--- config.mk ---
export PLATFORM = sky130hd
export DESIGN_NAME = decode_unit
export DESIGN_NICKNAME = d
export VERILOG_FILES = /design/src/rtl/decode_unit.sv
export SDC_FILE = /design/constraint.sdc
export NUM_CORES = 1
export LEC_CHECK = 0
export ABC_CLOCK_PERIOD_IN_PS = 3800
export BUFFER_PORTS_ARGS = -buffer_cell sky130_fd_sc_hd__buf_2
export CAP_MARGIN = 20
export CORE_MARGIN = 10
export CORE_UTILIZATION = 55
export DETAILED_ROUTE_END_ITERATION = 10
export PLACE_DENSITY = 0.76
export SYNTH_ARGS = -nofsm -noshare
export SYNTH_HDL_FRONTEND = slang
export SYNTH_SLANG_ARGS = --single-unit
--- constraint.sdc ---
create_clock -name clk_in -period 3.8 [get_ports clk_in]
set_input_delay 0.38 -clock clk_in [delete_from_list [all_inputs] [get_ports clk_in]]
set_output_delay 0.38 -clock clk_in [all_outputs]
set_load 0.005 [all_outputs]
--- src/rtl/decode_unit.sv ---
// RV32I decode stage: a small circular instruction queue feeding a registered
// decode output stage with a valid/ready handshake.
module decode_unit #(
  parameter int unsigned QDEPTH_LOG   = 2,
  parameter bit          ILLEGAL_TRAP = 1'b1
) (
  input  logic        clk_in,
  input  logic        rst_in,
  input  logic        rdy_in,
  input  logic        flush,
  input  logic        if_valid,
  output logic        if_ready,
  input  logic [31:0] if_pc,
  input  logic [31:0] if_instr,
  output logic        dec_valid,
  input  logic        dec_ready,
  output logic [31:0] dec_pc,
  output logic [3:0]  dec_op,
  output logic [2:0]  dec_funct3,
  output logic        dec_funct7b5,
  output logic [4:0]  dec_rd,
  output logic [4:0]  dec_rs1,
  output logic [4:0]  dec_rs2,
  output logic [31:0] dec_imm,
  output logic        dec_use_rs1,
  output logic        dec_use_rs2,
  output logic        dec_wr_rd,
  output logic        dec_illegal
);

  localparam int unsigned DEPTH = 1 << QDEPTH_LOG;
  localparam int unsigned PW    = QDEPTH_LOG;
  localparam int unsigned CW    = QDEPTH_LOG + 1;

  localparam logic [3:0] OP_LUI    = 4'd0;
  localparam logic [3:0] OP_AUIPC  = 4'd1;
  localparam logic [3:0] OP_JAL    = 4'd2;
  localparam logic [3:0] OP_JALR   = 4'd3;
  localparam logic [3:0] OP_BRANCH = 4'd4;
  localparam logic [3:0] OP_LOAD   = 4'd5;
  localparam logic [3:0] OP_STORE  = 4'd6;
  localparam logic [3:0] OP_OPIMM  = 4'd7;
  localparam logic [3:0] OP_OP     = 4'd8;
  localparam logic [3:0] OP_FENCE  = 4'd9;
  localparam logic [3:0] OP_SYSTEM = 4'd10;
  localparam logic [3:0] OP_ILL    = 4'd15;

  logic [63:0]   mem [DEPTH];
  logic [PW-1:0] wptr;
  logic [PW-1:0] rptr;
  logic [CW-1:0] count;
  logic          enq;
  logic          deq;

  assign if_ready = (count != CW'(DEPTH));
  assign enq      = if_valid && if_ready;
  assign deq      = (count != '0) && (!dec_valid || dec_ready);

  // Combinational decode of the queue head
  logic [31:0] h_pc;
  logic [31:0] ins;
  logic [2:0]  f3;
  logic [3:0]  d_op;
  logic [2:0]  d_f3;
  logic        d_f7b5;
  logic [4:0]  d_rd;
  logic [4:0]  d_rs1;
  logic [4:0]  d_rs2;
  logic [31:0] d_imm;
  logic        d_use1;
  logic        d_use2;
  logic        d_wr;
  logic        d_ill;
  logic        bad;

  assign h_pc = mem[rptr][63:32];
  assign ins  = mem[rptr][31:0];
  assign f3   = ins[14:12];

  always_comb begin
    d_op   = OP_ILL;
    d_f3   = f3;
    d_f7b5 = ins[30];
    d_rd   = ins[11:7];
    d_rs1  = ins[19:15];
    d_rs2  = ins[24:20];
    d_imm  = '0;
    d_use1 = 1'b0;
    d_use2 = 1'b0;
    d_wr   = 1'b0;
    d_ill  = 1'b0;
    bad    = 1'b0;
    case (ins[6:0])
      7'b0110111: begin d_op = OP_LUI;   d_imm = {ins[31:12], 12'b0}; d_wr = 1'b1; end
      7'b0010111: begin d_op = OP_AUIPC; d_imm = {ins[31:12], 12'b0}; d_wr = 1'b1; end
      7'b1101111: begin
        d_op  = OP_JAL;
        d_imm = {{11{ins[31]}}, ins[31], ins[19:12], ins[20], ins[30:21], 1'b0};
        d_wr  = 1'b1;
      end
      7'b1100111: begin
        d_op = OP_JALR; d_imm = {{20{ins[31]}}, ins[31:20]};
        d_use1 = 1'b1; d_wr = 1'b1; bad = (f3 != 3'b000);
      end
      7'b1100011: begin
        d_op   = OP_BRANCH;
        d_imm  = {{19{ins[31]}}, ins[31], ins[7], ins[30:25], ins[11:8], 1'b0};
        d_use1 = 1'b1; d_use2 = 1'b1;
        bad    = (f3 == 3'b010) || (f3 == 3'b011);
      end
      7'b0000011: begin
        d_op = OP_LOAD; d_imm = {{20{ins[31]}}, ins[31:20]};
        d_use1 = 1'b1; d_wr = 1'b1;
        bad = (f3 == 3'b011) || (f3 == 3'b110) || (f3 == 3'b111);
      end
      7'b0100011: begin
        d_op   = OP_STORE;
        d_imm  = {{20{ins[31]}}, ins[31:25], ins[11:7]};
        d_use1 = 1'b1; d_use2 = 1'b1;
        bad    = f3[2] || (f3 == 3'b011);
      end
      7'b0010011: begin
        d_op = OP_OPIMM; d_imm = {{20{ins[31]}}, ins[31:20]};
        d_use1 = 1'b1; d_wr = 1'b1;
      end
      7'b0110011: begin d_op = OP_OP; d_use1 = 1'b1; d_use2 = 1'b1; d_wr = 1'b1; end
      7'b0001111: begin d_op = OP_FENCE;  d_imm = {{20{ins[31]}}, ins[31:20]}; end
      7'b1110011: begin d_op = OP_SYSTEM; d_imm = {{20{ins[31]}}, ins[31:20]}; d_wr = 1'b1; end
      default:    bad = 1'b1;
    endcase
    // Undecodable words either trap or collapse to addi x0, x0, 0
    if (bad) begin
      d_imm  = '0;
      d_use2 = 1'b0;
      d_wr   = 1'b0;
      if (ILLEGAL_TRAP) begin
        d_op   = OP_ILL;
        d_ill  = 1'b1;
        d_use1 = 1'b0;
      end else begin
        d_op   = OP_OPIMM;
        d_f3   = 3'b000;
        d_f7b5 = 1'b0;
        d_rd   = '0;
        d_rs1  = '0;
        d_rs2  = '0;
        d_use1 = 1'b1;
      end
    end
    if (d_rd == 5'd0) d_wr = 1'b0;
  end

  // Queue storage carries no reset; only pointers and count qualify its contents
  always_ff @(posedge clk_in) begin
    if (!rst_in && rdy_in && !flush && enq) mem[wptr] <= {if_pc, if_instr};
  end

  always_ff @(posedge clk_in) begin
    if (rst_in) begin
      wptr         <= '0;
      rptr         <= '0;
      count        <= '0;
      dec_valid    <= 1'b0;
      dec_pc       <= '0;
      dec_op       <= '0;
      dec_funct3   <= '0;
      dec_funct7b5 <= 1'b0;
      dec_rd       <= '0;
      dec_rs1      <= '0;
      dec_rs2      <= '0;
      dec_imm      <= '0;
      dec_use_rs1  <= 1'b0;
      dec_use_rs2  <= 1'b0;
      dec_wr_rd    <= 1'b0;
      dec_illegal  <= 1'b0;
    end else if (rdy_in) begin
      if (flush) begin
        wptr      <= '0;
        rptr      <= '0;
        count     <= '0;
        dec_valid <= 1'b0;
      end else begin
        if (enq) wptr <= wptr + PW'(1);
        count <= count + CW'(enq) - CW'(deq);
        if (deq) begin
          rptr         <= rptr + PW'(1);
          dec_valid    <= 1'b1;
          dec_pc       <= h_pc;
          dec_op       <= d_op;
          dec_funct3   <= d_f3;
          dec_funct7b5 <= d_f7b5;
          dec_rd       <= d_rd;
          dec_rs1      <= d_rs1;
          dec_rs2      <= d_rs2;
          dec_imm      <= d_imm;
          dec_use_rs1  <= d_use1;
          dec_use_rs2  <= d_use2;
          dec_wr_rd    <= d_wr;
          dec_illegal  <= d_ill;
        end else if (dec_ready) begin
          dec_valid <= 1'b0;
        end
      end
    end
  end

endmodule

==> results.py <==
metrics = {
    "pwr": {
        "pwr-share-seq": 0.510,
        "p_total_mw": 8.27,
        "power.share.switching": 0.200,
        "leakage_nw": 5.52,
        "pwr-share-clk": 0.455,
        "vdd_drop_max_v": 0.000392,
        "cellInternalPower_mw": 6.62,
        "powerDensity_mw_per_mm2": 516,
        "pwr-share-comb": 0.036,
        "p_sw_mw": 1.65,
    },
    "sta": {
        "tightest_slew_ns": 1.02,
        "hold_slack_ns": 0.0761,
        "tns_ns": 0,
        "drv_slew": 0,
        "slew_headroom": 0.322,
        "max_freq_mhz": 306,
        "grt_setup_unrepaired": "false",
        "finalCriticalPeriod_ns": 3.27,
        "setup_viol": 0,
        "finalClockSkew_ns": 0.0148,
        "hold_viol_final": 0,
        "finalCritPeriodShare": 0.859,
    },
    "yosys": {
        "synth_seq_cells": 357,
        "syn_inst": 883,
        "synth_nets": 960,
        "ys_seq_area_frac": 0.719,
        "yosysUniqueCellTypes": 52,
        "yosys_warnings": 0,
        "async_flop_share": 0,
        "synth_edf_count": 256,
        "synth_ff_type": "edfxtp_1",
        "syn_area_sq_mm": 0.0135,
        "synth_area_per_cell_sq_um": 15.3,
    },
    "cts": {
        "clock_tree.root_cell": "clkbuf_16",
        "clock_sinks": 357,
        "cts_setup_buffers": 0,
        "htreeDepth": 2,
        "clkTransAtPathRegs_ns": 0.06,
        "clk_latency_ns": 0.51,
        "numCtsBuffers": 37,
        "hold_buffers": 0,
        "cts_tree": "yes",
        "cts_buffer_depth": 3,
        "cts-resized-gates": 0,
    },
    "setup_path": {
        "path_max_fanout": 33,
        "reg2reg_to": "dec_imm[0]",
        "r2r_slack_ns": 0.53,
        "crit_type": "reg2reg",
        "crit_path_start_kind": "register",
        "cp-end-kind": "register",
        "required_ns": 4.20,
        "cp.arrival_ns": 3.66,
        "worstRegToRegCells": 6,
    },
    "finish": {
        "stdcell_count": 1410,
        "drive_above_1_share": 0.294,
        "syn_to_final_growth_pct": 18.7,
        "final_nets": 1128,
    },
    "floorplanning": {
        "initial_utilization": 0.557,
        "core-area_sq_mm": 0.0242,
        "die_y_um": 177,
        "ioPinCount": 163,
        "fp.dieW_um": 177,
        "rows": 57,
        "die-area_sq_mm": 0.0312,
    },
    "place": {
        "gp_congestion": 0.907,
        "post-dp-hpwl_mm": 19.6,
        "place_inst": 1336,
        "portBuffers": 162,
    },
    "outcome": {
        "status": "finished, final reports clean",
    },
    "min_path": {
        "worstHoldEndpoint": "mem[3][32]",
        "min-delay-start": "if_pc[0]",
        "whs_path_depth": 1,
        "hold_path_class": "in2reg",
    },
    "route": {
        "final_antenna_net_count": 0,
        "vias": 8097,
        "drc": 0,
        "wl_per_cell_um": 22.0,
        "drt-total-wl_mm": 31.1,
        "routed_via_density": 5.74,
        "first_pass_iters": 5,
        "first_iter_violations": 592,
    },
    "global_routing": {
        "first_global_vias": 8335,
        "grt_max_degree": 65,
        "grt_use_total": 0.198,
        "antenna_found_initial": 9,
        "grt_pass1_wl_mm": 48.0,
        "grt_overflow": 0,
    },
    "flow_run": {
        "drv_cap": 0,
    },
}
[layout by cell type (no fill, tap or decap), types with 5 or more instances in the layout]
master	count
a21oi_1	82
a22oi_1	5
and2_1	7
buf_2	162
buf_4	16
bufinv_16	6
clkbuf_16	39
clkinv_1	8
dfxtp_1	99
diode_2	6
edfxtp_1	256
ha_1	6
inv_1	18
mux4_2	64
nand2_1	153
nor2_1	23
nor3_1	6
o21ai_0	15
o31ai_1	30
[metrics by stage]
stage                      util  worst slack [ns]  cell area [sq um]
after global routing      0.661             0.313              16000
after global placement    0.607             0.324              14700
after detailed placement  0.607             0.104              14700
final                     0.661             0.534              16000
after floorplan               -             0.852              13500
after CTS                 0.660             0.137              16000
[power groups by stage]
stage                     Combinational, mW  Clock [mW]  Sequential, mW
after floorplan                       0.161           0            4.30
after global placement                0.286           0            4.30
after detailed placement              0.293           0            4.30
after CTS                             0.296        3.82            4.22
after global routing                  0.324        3.97            4.22
final                                 0.295        3.76            4.22
[flip-flops by register name (all words and copies together), names as in the netlist, named ones only]
name	flops
rptr	2
dec_rs2	5
dec_wr_rd	1
dec_imm	32
dec_rs1	5
dec_op	4
dec_illegal	1
dec_funct7b5	1
dec_pc	32
dec_funct3	3
count	3
dec_use_rs1	1
dec_valid	1
dec_use_rs2	1
mem	256
wptr	2
dec_rd	5
[how the worst max path moves through the flow]
stage             start    endpoint  slack [ns]  cells past startpoint
2_1_floorplan  count[1]   mem[1][0]        0.85                      6
3_3_place_gp   register  dec_imm[0]        0.32                      6
3_5_place_dp   register  dec_imm[0]        0.10                      6
4_1_cts        register  dec_imm[0]        0.14                      6
5_1_grt        register  dec_imm[0]        0.31                      6
6_report       register  dec_imm[0]        0.53                      6
[critical path, cell delays in order, from the launching register on]
cell       delay [ns]
dfxtp_4          0.53
mux4_2           0.60
or2_0            0.27
and4_1           0.24
a2111oi_4        0.48
nand4b_4         0.52
o41ai_1          0.50
[area by class of cell]
cell class	instances	area, sq um
flip-flops and latches	357	9720
fillers	1727	8220
multi-input cells	456	3550
clock buffers	43	1000
repair buffers	181	991
well taps	324	405
clock inverters	25	287
inverters	18	67.6
diodes	6	15.0
[cell usage after synthesis (10+ instances only)]
| master | count | area share |
|---|---|---|
| a21oi_1 | 82 | 0.030 |
| and2_1 | 11 | 0.0051 |
| buf_2 | 10 | 0.0037 |
| clkbuf_1 | 36 | 0.010 |
| dfxtp_1 | 101 | 0.15 |
| edfxtp_1 | 256 | 0.57 |
| inv_1 | 18 | 0.0050 |
| mux4_2 | 64 | 0.11 |
| nand2_1 | 154 | 0.043 |
| nor2_1 | 25 | 0.0069 |
| o21ai_0 | 15 | 0.0056 |
| o31ai_1 | 30 | 0.017 |
[cells by family after synthesis]
logic type	share of synthesized area
XOR/XNOR	0.00259
buffers and inverters	0.0207
flip-flops	0.719
AO/OA/AOI/OAI	0.0719
adder cells (fa/ha/maj)	0.00704
multiplexers	0.107
AND/OR/NAND/NOR	0.0715
[metal layers]
metal | vias up | track usage | part of all wire
li1 | 3694 | - | -
met1 | 4035 | 0.246 | 0.40
met2 | 310 | 0.326 | 0.50
met3 | 52 | 0.0561 | 0.080
met4 | 6 | 0.0718 | 0.025
met5 | - | 0 | 0.0012
Note: power is estimated with default switching activity, not from simulation.
